--- config.mk ---
export PLATFORM = sky130hd
export DESIGN_NAME = mem_chunk_serializer
export DESIGN_NICKNAME = d
export VERILOG_FILES = /design/src/rtl/mem_chunk_pkg.sv /design/src/rtl/chunk_select.sv /design/src/rtl/mem_chunk_serializer.sv
export SDC_FILE = /design/constraint.sdc
export NUM_CORES = 1
export LEC_CHECK = 0
export BUFFER_PORTS_ARGS = -buffer_cell sky130_fd_sc_hd__buf_2
export CAP_MARGIN = 5
export CORE_ASPECT_RATIO = 1.75
export CORE_MARGIN = 3
export CORE_UTILIZATION = 35
export DETAILED_ROUTE_END_ITERATION = 16
export PLACE_DENSITY = 0.5
export SLEW_MARGIN = 15
export SYNTH_ARGS = -nofsm -noshare
export SYNTH_HDL_FRONTEND = slang
export SYNTH_SLANG_ARGS = --single-unit
--- constraint.sdc ---
create_clock -name clk -period 54.2 [get_ports clk]
set_input_delay 10.84 -clock clk [delete_from_list [all_inputs] [get_ports clk]]
set_output_delay 10.84 -clock clk [all_outputs]
set_load 0.02 [all_outputs]
--- src/rtl/mem_chunk_pkg.sv ---
// rtl/mem_chunk_pkg.sv - shared constants, slot-state enum and index-width helper
// Purpose : common definitions for the memory-path chunk serializer.
// Contents: WORD_W_DEF / CHUNK_W_DEF defaults, slot_t occupancy enum,
//           idx_width() = clog2 with a floor of 1 bit.
package mem_chunk_pkg;

  localparam int WORD_W_DEF  = 480;
  localparam int CHUNK_W_DEF = 16;

  typedef enum logic {
    SLOT_EMPTY = 1'b0,
    SLOT_FULL  = 1'b1
  } slot_t;

  // Bits needed to index n chunks; never less than 1 so ports stay legal.
  function automatic int idx_width(input int n);
    int w;
    w = 1;
    while ((1 << w) < n) begin
      w = w + 1;
    end
    return w;
  endfunction

endpackage

--- src/rtl/chunk_select.sv ---
// rtl/chunk_select.sv - combinational chunk mux for the serializer
// Purpose : pick chunk number idx out of a storage word.
// Ports   : word  in  WORD_W  storage word
//           idx   in  IDX_W   chunk index in emission order
//           chunk out CHUNK_W selected chunk
module chunk_select
  import mem_chunk_pkg::*;
#(
  parameter int WORD_W     = WORD_W_DEF,
  parameter int CHUNK_W    = CHUNK_W_DEF,
  parameter int LSB_FIRST  = 1,
  localparam int NUM_CHUNKS = WORD_W / CHUNK_W,
  localparam int IDX_W      = idx_width(NUM_CHUNKS)
) (
  input  logic [WORD_W-1:0]  word,
  input  logic [IDX_W-1:0]   idx,
  output logic [CHUNK_W-1:0] chunk
);

  localparam logic [IDX_W-1:0] LAST_IDX = IDX_W'(NUM_CHUNKS - 1);

  // Table padded to a power of two so every idx value selects a defined entry.
  logic [CHUNK_W-1:0] slots [2**IDX_W];
  logic [IDX_W-1:0]   pos;

  for (genvar k = 0; k < 2**IDX_W; k++) begin : g_slot
    if (k < NUM_CHUNKS) begin : g_used
      assign slots[k] = word[k*CHUNK_W +: CHUNK_W];
    end else begin : g_pad
      assign slots[k] = '0;
    end
  end

  // MSB-first order walks the table from the top chunk down.
  assign pos   = (LSB_FIRST != 0) ? idx : (LAST_IDX - idx);
  assign chunk = slots[pos];

endmodule

--- src/rtl/mem_chunk_serializer.sv ---
// rtl/mem_chunk_serializer.sv - wide-word to narrow-chunk serializer with one-word hold
// Purpose : accept WORD_W-bit words on a valid/ready handshake and emit them as
//           NUM_CHUNKS chunks of CHUNK_W bits for the frame/line memory writer.
// Ports   : clk, rst (sync active-high), abort (sync discard)
//           in_valid/in_ready/in_data     word input handshake
//           out_valid/out_ready/out_data  chunk output handshake
//           out_idx, out_last             chunk position within its word
//           wr_en                         out_valid & out_ready
//           words_done                    completed-word counter (wraps)
module mem_chunk_serializer
  import mem_chunk_pkg::*;
#(
  parameter int WORD_W     = WORD_W_DEF,
  parameter int CHUNK_W    = CHUNK_W_DEF,
  parameter int LSB_FIRST  = 1,
  parameter int CNT_W      = 16,
  localparam int NUM_CHUNKS = WORD_W / CHUNK_W,
  localparam int IDX_W      = idx_width(NUM_CHUNKS)
) (
  input  logic               clk,
  input  logic               rst,
  input  logic               abort,
  input  logic               in_valid,
  output logic               in_ready,
  input  logic [WORD_W-1:0]  in_data,
  output logic               out_valid,
  input  logic               out_ready,
  output logic [CHUNK_W-1:0] out_data,
  output logic [IDX_W-1:0]   out_idx,
  output logic               out_last,
  output logic               wr_en,
  output logic [CNT_W-1:0]   words_done
);

  if ((WORD_W % CHUNK_W) != 0 || (WORD_W / CHUNK_W) < 2) begin : g_bad_geometry
    $error("mem_chunk_serializer: WORD_W must be a multiple of CHUNK_W with at least 2 chunks");
  end

  localparam logic [IDX_W-1:0] LAST_IDX = IDX_W'(NUM_CHUNKS - 1);

  slot_t              active_st;
  slot_t              hold_st;
  logic [WORD_W-1:0]  active_word;
  logic [WORD_W-1:0]  hold_word;
  logic [IDX_W-1:0]   idx_q;
  logic [CNT_W-1:0]   done_q;

  logic accept;
  logic last_xfer;
  logic load_active;
  logic load_hold;

  // Both status outputs come straight from slot flops, so they are registered.
  assign out_valid  = (active_st == SLOT_FULL);
  assign in_ready   = (hold_st == SLOT_EMPTY);
  assign out_idx    = idx_q;
  assign out_last   = out_valid & (idx_q == LAST_IDX);
  assign wr_en      = out_valid & out_ready;
  assign words_done = done_q;

  assign accept    = in_valid & in_ready;
  assign last_xfer = wr_en & (idx_q == LAST_IDX);

  // A new word goes straight to ACTIVE when ACTIVE is free now or is being
  // vacated this cycle with nothing waiting in HOLD; otherwise it parks in HOLD.
  assign load_active = accept & ((active_st == SLOT_EMPTY) |
                                 (last_xfer & (hold_st == SLOT_EMPTY)));
  assign load_hold   = accept & ~load_active;

  chunk_select #(
    .WORD_W    (WORD_W),
    .CHUNK_W   (CHUNK_W),
    .LSB_FIRST (LSB_FIRST)
  ) u_chunk_select (
    .word  (active_word),
    .idx   (idx_q),
    .chunk (out_data)
  );

  always_ff @(posedge clk) begin
    if (rst) begin
      active_st <= SLOT_EMPTY;
      hold_st   <= SLOT_EMPTY;
      idx_q     <= '0;
      done_q    <= '0;
    end else if (abort) begin
      // Discard everything; a last chunk leaving in this cycle is not counted
      // and any word offered in this cycle is ignored.
      active_st <= SLOT_EMPTY;
      hold_st   <= SLOT_EMPTY;
      idx_q     <= '0;
    end else begin
      if (last_xfer) begin
        idx_q  <= '0;
        done_q <= done_q + CNT_W'(1);
        if (hold_st == SLOT_FULL) begin
          active_word <= hold_word;
          hold_st     <= SLOT_EMPTY;
        end else if (!accept) begin
          active_st <= SLOT_EMPTY;
        end
      end else if (wr_en) begin
        idx_q <= idx_q + IDX_W'(1);
      end

      if (load_active) begin
        active_word <= in_data;
        active_st   <= SLOT_FULL;
      end

      if (load_hold) begin
        hold_word <= in_data;
        hold_st   <= SLOT_FULL;
      end
    end
  end

endmodule

==> results of run 1 <==
==> cell usage after synthesis, types with 11 or more instances <==
master,instances,share of area (%)
mux2_2,391,11
mux4_2,80,4.6
mux2i_1,81,2.1
a21oi_1,27,0.34
a221oi_1,16,0.36
buf_2,62,0.79
o21ai_0,37,0.47
mux2_1,89,2.5
nand2_1,11,0.10
a22oi_1,32,0.61
nor2_1,17,0.16
a211oi_1,19,0.36
edfxtp_1,960,73
clkbuf_1,31,0.30
dfxtp_1,23,1.2
o22ai_1,16,0.25
==> stage by stage <==
step	cell area [sq um]	total power, mW
5_1_grt	46700	1.66
6_report	46800	1.60
3_3_place_gp	43600	0.956
3_5_place_dp	43600	0.959
2_1_floorplan	39300	0.938
4_1_cts	46700	1.63
==> sequential cells by signal (all words and copies together), names as in the netlist <==
signal,cells
hold_st,1
hold_word,480
out_idx,5
out_valid,1
active_word,480
words_done,16
==> power by group through the flow <==
stage                     sequential, mW  clock (mW)  combinational [mW]
after floorplan                    0.889           0              0.0485
after global placement             0.871           0              0.0854
after detailed placement           0.871           0              0.0878
after CTS                          0.855       0.684              0.0884
after global routing               0.855       0.711              0.0942
final                              0.855       0.661              0.0865
==> kinds of logic after synthesis <==
family / synth area share, %
and+or+nand+nor: 0.954
muxes: 20.4
DFF: 74.4
buffers and inverters: 1.39
adders and majority gates: 0.0954
xor gates and xnor gates: 0.200
AOI/OAI and AO/OA: 2.53
==> layout make-up <==
class	count	area, sq um
clock inverter	60	539
tap	1476	1850
inverter	7	26.3
clock buffer	115	2490
multi-input combinational	874	9550
fill	10000	64700
timing repair buffer	557	2920
sequential	983	29300
antenna	49	123
==> per-layer routing <==
metal	routed length, um	global-route usage (%)	share of wire (%)	vias up
li1	-	-	-	9216
met1	42100	22.1	39	10400
met2	52000	30.3	49	663
met3	9370	6.12	8.8	204
met4	2820	5.62	2.6	52
met5	351	0	0.33	-
==> final timing paths <==
path                                      end                   startpoint  cells past startpoint
setup reg to reg    active_word[80]$_DFFE_PP_      out_idx[2]$_SDFFE_PP0P_                      7
setup / recovery                        wr_en                    out_ready                      4
hold reg to reg   words_done[15]$_SDFFE_PP0P_  words_done[15]$_SDFFE_PP0P_                      2
hold / removal    words_done[15]$_SDFFE_PP0P_  words_done[15]$_SDFFE_PP0P_                      2
==> tightest hold or removal path: cells and delay by family (launching register included) <==
kind           cells  cell delay [ps]
flip-flops         1              330
AO/OA/AOI/OAI      2              140
==> out/results.tsv, run 1 <==
metric	value	unit
synth_flop_type	edfxtp_1	
initial_drt_pass_iterations	5	
post_drt_via_cell_ratio	4.97	
netlist-cell-type-count	40	
route.vias.total	20500	
switch_share	21.3	%
slew_violations	106	
worst-slew-pin-transition	1570	ps
post-cts-setup-buffer-count	0	
most_common_library_cell_in_the_layout_ignoring_fill_and_taps	edfxtp_1	
std_cell_rows	162	
antenna_found_initial	91	
worst-endpoint-arrival	11500	ps
fin_hold_ws	513	ps
grt_first_pass_wirelength	153000	um
critical_path_required	43360	ps
floorplan.die_area	117000	sq um
postLayoutCoreUtil	42.0	%
detail_route.iter0.violations	1589	
ant_nets	0	
synth_area	39300	sq um
number_of_global_route_vias_before_repair	22000	
timing_hold_violations_final	0	
placement.setup.worst_slack	31860	ps
post-place-cells	3897	
final_cells	4121	
layout_common_cells	960 x edfxtp_1, 525 x buf_2, 391 x mux2_2, 97 x clkbuf_16, 89 x mux2_1	
setup_ws	31860	ps
initial_core_util	35.3	%
grt_max_degree	185	
share_comb_of_total_power	5.4	%
postSynthCellCount	1972	
setup_viol	0	
crit_buf_inv	3	
min-delay-path-class	reg2reg	
clock_insertion_delay_worst_skew	700	ps
timing.critical_path.slowest_stage_cell	buf_2	
fmax	0.0448	GHz
ys_warn_count	0	
failing_checks	max-slew violations	
clkSinkCount	983	
seq_power_share	53.3	%
critical_path.endpoint_type	output pin	
drive_above_1_share	45.3	%
critical-path-max-stage-delay	200	ps
grt.total_usage	18.1	%
cap_viol_max_count	0	
clock_skew	26.8	ps
place_congestion	0.783	
clock_tree.root_cell	clkbuf_16	
synth_fp_nets	2460	
status	complete, but fails checks	
worstPathCellList	buf_2 -> nand2_1 -> inv_2 -> buf_2	
power.leakage	15.6	nW
wl	107000	um
yosys_register_bits	983	
die_width	259	um
p_sw	342	uW
internal_power	1.26	mW
cts.reportedPaths.clkPinSlew	60	ps
power_per_standard_cell_area	34.2	nW/um^2
cts_hold_buf	0	
htree_num_levels	3	
clock_tree_from_tritoncts	yes	
slew_headroom	-4.89	%
unrepaired_setup_endpoints_after_global_routing	false	
drc_viols	0	
clock_power_share	41.3	%
path_delay_family	buffers and inverters	
async_reset_ff_share	0	%
post-route-min-period	22340	ps
register_to_register_setup_slack	49320	ps
floorplan.core_area	111000	sq um
worstSetupPathType	in2out	
timing.critical_path.mode_cell	buf_2	
min_period_over_period	41.2	%
dp_hpwl	73700	um
pin_count	526	
height_of_the_die	450	um
max-clock-path-buffers	3	
detail_route.wl_per_cell	25.9	um
timing.critical_path.from_type	input pin	
synthesis.area_per_instance	19.9	sq um
tns	0	ps
clock_buffers_created_by_tritoncts	95	
final_nets	3006	
cp_max_fo	9	
grt.overflow.total	0	
synth_sequential_area_ratio	74.4	%
post_cts_resized	0	
flow.area_growth_from_synthesis	18.9	%
synth_enable_flop_cells	960	
vdd_ir_drop_max	0.0000269	V
io_buffers	525	
No activity file was read; power rests on OpenSTA's default activity.
==> run 2: changes to the inputs <==
Settings changed: ABC_AREA set to 1, PLACE_DENSITY 0.5 to 0.52.
Clock period 54.2 ns to 19.4 ns, I/O delays scaled along.
==> out/results.tsv, run 2 <==
metric	value	unit
status	finished clean	
post_cts_resized	0	
cts_hold_buf	0	
share_comb_of_total_power	7.0	%
floorplan.die_area	127000	sq um
min-delay-path-class	reg2reg	
combinational_family_with_the_most_area_after_synthesis	simple AND/OR/NAND/NOR gates	
final_cells	6353	
clock_skew	12.5	ps
slew_violations	0	
std_cell_rows	169	
post-route-cell-area	49900	sq um
clock_buffers_created_by_tritoncts	98	
pin_count	526	
grt.total_usage	22.0	%
setup_ws	10610	ps
switch_share	23.3	%
synth_largest_type_area_fraction	67.4	%
initial_drt_pass_iterations	5	
die_width	270	um
max-clock-path-buffers	3	
yosys_register_bits	983	
synth_enable_flop_cells	960	
unrepaired_setup_endpoints_after_global_routing	false	
clock_power_share	41.3	%
timing_hold_violations_final	0	
clock_tree.root_cell	clkbuf_16	
height_of_the_die	468	um
cap_viol_max_count	0	
fmax	0.114	GHz
synth_top_cells_by_area	edfxtp_1 67%, nand2_1 15%, nand3_1 8.8%	
drive_above_1_share	15.2	%
postSynthCellCount	4225	
critical_path_required	15520	ps
synth_sequential_area_ratio	68.5	%
synth-xor-area-share	0.123	%
synth.largest_area_cell	edfxtp_1	
power_per_standard_cell_area	93.0	nW/um^2
antenna_found_initial	22	
multiInputGateArea	11000	sq um
layout_common_cells	1,741 x nand2_1, 960 x edfxtp_1, 750 x nand3_1, 525 x buf_2, 367 x inv_1	
tns	0	ps
worst-slew-pin-transition	1150	ps
placement.setup.worst_slack	11070	ps
worst-endpoint-arrival	4910	ps
ant_nets	0	
clock_tree_from_tritoncts	yes	
synth_fp_nets	4713	
worstSetupPathType	reg2out	
cts.reportedPaths.clkPinSlew	70	ps
synth_area	42700	sq um
synth_compound_area_share	0.638	%
grt_max_degree	181	
p_sw	1.08	mW
route.vias.total	30800	
synth_simple_gate_area_share	24.7	%
critical_path.endpoint_type	output pin	
vdd_ir_drop_max	0.0000676	V
synth_flop_type	edfxtp_1	
internal_power	3.56	mW
grt_first_pass_wirelength	204000	um
netlist_top_cells_count	1,742 x nand2_1, 960 x edfxtp_1, 750 x nand3_1, 367 x inv_1, 142 x clkbuf_1	
power.leakage	21.5	nW
detail_route.wl_per_cell	22.4	um
async_reset_ff_share	0	%
post_drt_via_cell_ratio	4.84	
seq_power_share	51.7	%
synthMuxAreaShare	0	%
post-route-min-period	8790	ps
post-place-cells	6159	
detail_route.iter0.violations	2806	
setup_viol	0	
regArea	29300	sq um
timing.critical_path.from_type	register	
synth-adder-area-share	0.0878	%
clock_insertion_delay_worst_skew	710	ps
most_common_library_cell_in_the_layout_ignoring_fill_and_taps	nand2_1	
slew_headroom	23.4	%
wl	142000	um
floorplan.core_area	121000	sq um
number_of_global_route_vias_before_repair	30300	
drc_viols	0	
synthesis.area_per_instance	10.1	sq um
clkSinkCount	983	
yosysMostFrequentCell	nand2_1	
flow.area_growth_from_synthesis	16.7	%
nFillCells	12000	
netlist-cell-type-count	28	
postLayoutCoreUtil	41.2	%
dp_hpwl	95000	um
place_congestion	0.839	
cp_max_fo	131	
grt.overflow.total	0	
io_buffers	525	
post_dp_cell_area	46700	sq um
min_period_over_period	45.3	%
initial_core_util	35.3	%
htree_num_levels	3	
final_nets	5123	
post-cts-setup-buffer-count	0	
ys_warn_count	0	
[run 2: cell families (layout without fill, tap and decap cells)]
family / count (synthesis) / after routing
adders and majority gates: 3 / 3
and+or+nand+nor: 2552 / 2552
other: 0 / 13
xor gates and xnor gates: 6 / 6
buffers and inverters: 628 / 1119
DFF: 983 / 983
AOI/OAI and AO/OA: 53 / 53
[run 2: area by class of cell]
type,count,area share [%]
clock buffers,120,5.12
flip-flops and latches,983,58.7
well taps,1624,4.07
inverters,373,2.83
multi-input cells,2614,22.0
repair buffers,565,6.04
diodes,13,0.0652
clock inverters,61,1.17
[run 2: power by group through the flow]
stage                     registers, mW  logic, mW  clock network [mW]
after global routing               2.40      0.361                2.04
after global placement             2.44      0.325                   0
after detailed placement           2.44      0.326                   0
final                              2.40      0.323                1.92
after CTS                          2.40      0.328                1.96
after floorplan                    2.46      0.176                   0
[run 2: critical path: stages (launching register included)]
cell     delay [ps]
dfxtp_4         530
inv_8           530
buf_4           700
buf_4           680
nand2_1         120
a21oi_1         310
nor2_1          150
nand2_1         190
inv_1            80
nand2_1          70
nand2_1          50
inv_1            40
buf_2           200
[run 2: metal layers]
layer	track usage, %	wire length [um]	vias to the layer above
li1	-	-	14800
met4	9.52	5890	10
met3	3.94	9180	209
met5	0	57	-
met2	37.4	70200	1082
met1	27.6	56700	14700
[run 2: final timing paths]
check                                start                          to  slack (ps)  depth (start not counted)
setup / recovery   out_idx[0]$_SDFFE_PP0P_                out_data[15]       10610                         12
hold / removal    hold_word[364]$_DFFE_PP_  active_word[364]$_DFFE_PP_         500                          2
setup reg to reg   out_idx[1]$_SDFFE_PP0P_  active_word[154]$_DFFE_PP_       13440                         12
hold reg to reg   hold_word[364]$_DFFE_PP_  active_word[364]$_DFFE_PP_         500                          2
[run 2: through the flow]
stage,hold WS (ps),total power [mW]
6_report,498,4.64
5_1_grt,517,4.80
3_3_place_gp,467,2.77
4_1_cts,492,4.69
3_5_place_dp,483,2.77
2_1_floorplan,487,2.64
==> run 3: changes to the inputs <==
Clock period 19.4 ns to 7.72 ns, I/O delays scaled along.
==> out/results.tsv, run 3 (same netlist as run 2, synthesis figures left out) <==
metric	value	unit
status	finished clean	
critical-path-max-stage-delay	930	ps
worst-endpoint-arrival	4850	ps
number_of_global_route_vias_before_repair	30000	
cts_hold_buf	0	
min_period_over_period	82.9	%
slew_violations	0	
timing.critical_path.mode_cell	nand2_1	
power_per_standard_cell_area	232	nW/um^2
cap_viol_max_count	0	
vdd_ir_drop_max	0.000192	V
route.vias.total	30900	
most_common_library_cell_in_the_layout_ignoring_fill_and_taps	nand2_1	
drive_above_1_share	15.2	%
antenna_found_initial	67	
setup_viol	0	
floorplan.core_area	121000	sq um
placement.setup.worst_slack	1950	ps
slew_headroom	14.0	%
setup_ws	1320	ps
tns	0	ps
worstPathCellList	buf_4 -> nand3_1 -> a21oi_1 -> nor2_1 -> nand2_1 -> inv_1 -> nand2_1 -> nand2_1 -> inv_1 -> buf_2	
cp_max_fo	56	
io_buffers	525	
grt.overflow.total	0	
timing.critical_path.from_type	register	
post_dp_cell_area	46800	sq um
timing_hold_violations_final	0	
place_congestion	0.816	
htree_num_levels	3	
max-clock-path-buffers	3	
post_drt_via_cell_ratio	4.86	
final_nets	5115	
post-route-cell-area	49900	sq um
post-route-min-period	6400	ps
std_cell_rows	169	
post-cts-setup-buffer-count	0	
design_power_total	11.6	mW
die_width	270	um
reg2regPathDepth	12	
dp_hpwl	95800	um
layout_common_cells	1,738 x nand2_1, 960 x edfxtp_1, 750 x nand3_1, 525 x buf_2, 367 x inv_1	
critical_path.endpoint_type	output pin	
pin_count	526	
worstSetupPathType	reg2out	
worst-slew-pin-transition	1290	ps
post_cts_resized	0	
clock_tree.root_cell	clkbuf_16	
grt_max_degree	188	
fmax	0.156	GHz
unrepaired_setup_endpoints_after_global_routing	false	
clock_skew	35.3	ps
wl	145000	um
hold_path_depth	2	
power.leakage	21.4	nW
min-delay-path-class	reg2reg	
final_cells	6363	
clock_tree_from_tritoncts	yes	
clkSinkCount	983	
initial_drt_pass_iterations	5	
timing.critical_path.slowest_stage_cell	nand3_1	
grt.total_usage	22.2	%
flow.area_growth_from_synthesis	16.8	%
post-place-cells	6151	
initial_core_util	35.3	%
clock_buffers_created_by_tritoncts	98	
clock_insertion_delay_worst_skew	720	ps
critical_path_required	6180	ps
height_of_the_die	468	um
cts.reportedPaths.clkPinSlew	70	ps
drc_viols	0	
floorplan.die_area	127000	sq um
detail_route.iter0.violations	2830	
grt_first_pass_wirelength	206000	um
detail_route.wl_per_cell	22.7	um
ant_nets	0	
run 3: cell count changes in the layout (fill, tap and decap cells not counted), moves of 4 or more:
cell / change
diode_2: +22
clkinv_2: +4
clkinv_1: -9
buf_4: -12
buf_12: +4
clkinvlp_4: +4
run 3: through the flow:
step	utilization, %	hold WS [ps]
2_1_floorplan	-	487
6_report	41.2	487
3_3_place_gp	38.6	477
4_1_cts	41.1	489
3_5_place_dp	38.6	483
5_1_grt	41.2	517
run 3: layer usage:
layer  vias up  global-route usage (%)  wire length, um
met4        28                    6.93             4010
li1      14800                       -                -
met5         -                       0              172
met3       212                    4.53            10600
met2      1053                    38.7            72500
met1     14800                    27.9            57400
run 3: where the power goes:
part / total [mW] / switching [mW] / internal, mW / leakage, nW
Combinational: 0.801 / 0.551 / 0.250 / 11.0
Clock: 4.75 / 2.14 / 2.60 / 1.50
Sequential: 6.03 / 0.0287 / 6.00 / 8.93
Total: 11.6 / 2.72 / 8.85 / 21.4
run 3: area by class of cell:
class                           instances  area (sq um)
Antenna cell                           35          87.6
Clock buffer                          121          2560
Clock inverter                         56           534
Fill cell                           12000         71200
Inverter                              373          1420
Multi-Input combinational cell       2614         11000
Sequential cell                       983         29300
Tap cell                             1624          2030
Timing Repair Buffer                  557          3010
run 3: worst paths after layout:
path,from,end,slack (ps)
setup / recovery,out_idx[1]$_SDFFE_PP0P_,out_data[14],1320
hold / removal,hold_word[228]$_DFFE_PP_,active_word[228]$_DFFE_PP_,490
setup reg to reg,out_idx[1]$_SDFFE_PP0P_,active_word[452]$_DFFE_PP_,2230
hold reg to reg,hold_word[228]$_DFFE_PP_,active_word[228]$_DFFE_PP_,490
run 3: critical path: cells and delay by family (launching register included):
family          cells  cell delay, ps
simple gates        5            1460
flops               1             770
buf+inv             4            1190
compound gates      1             670
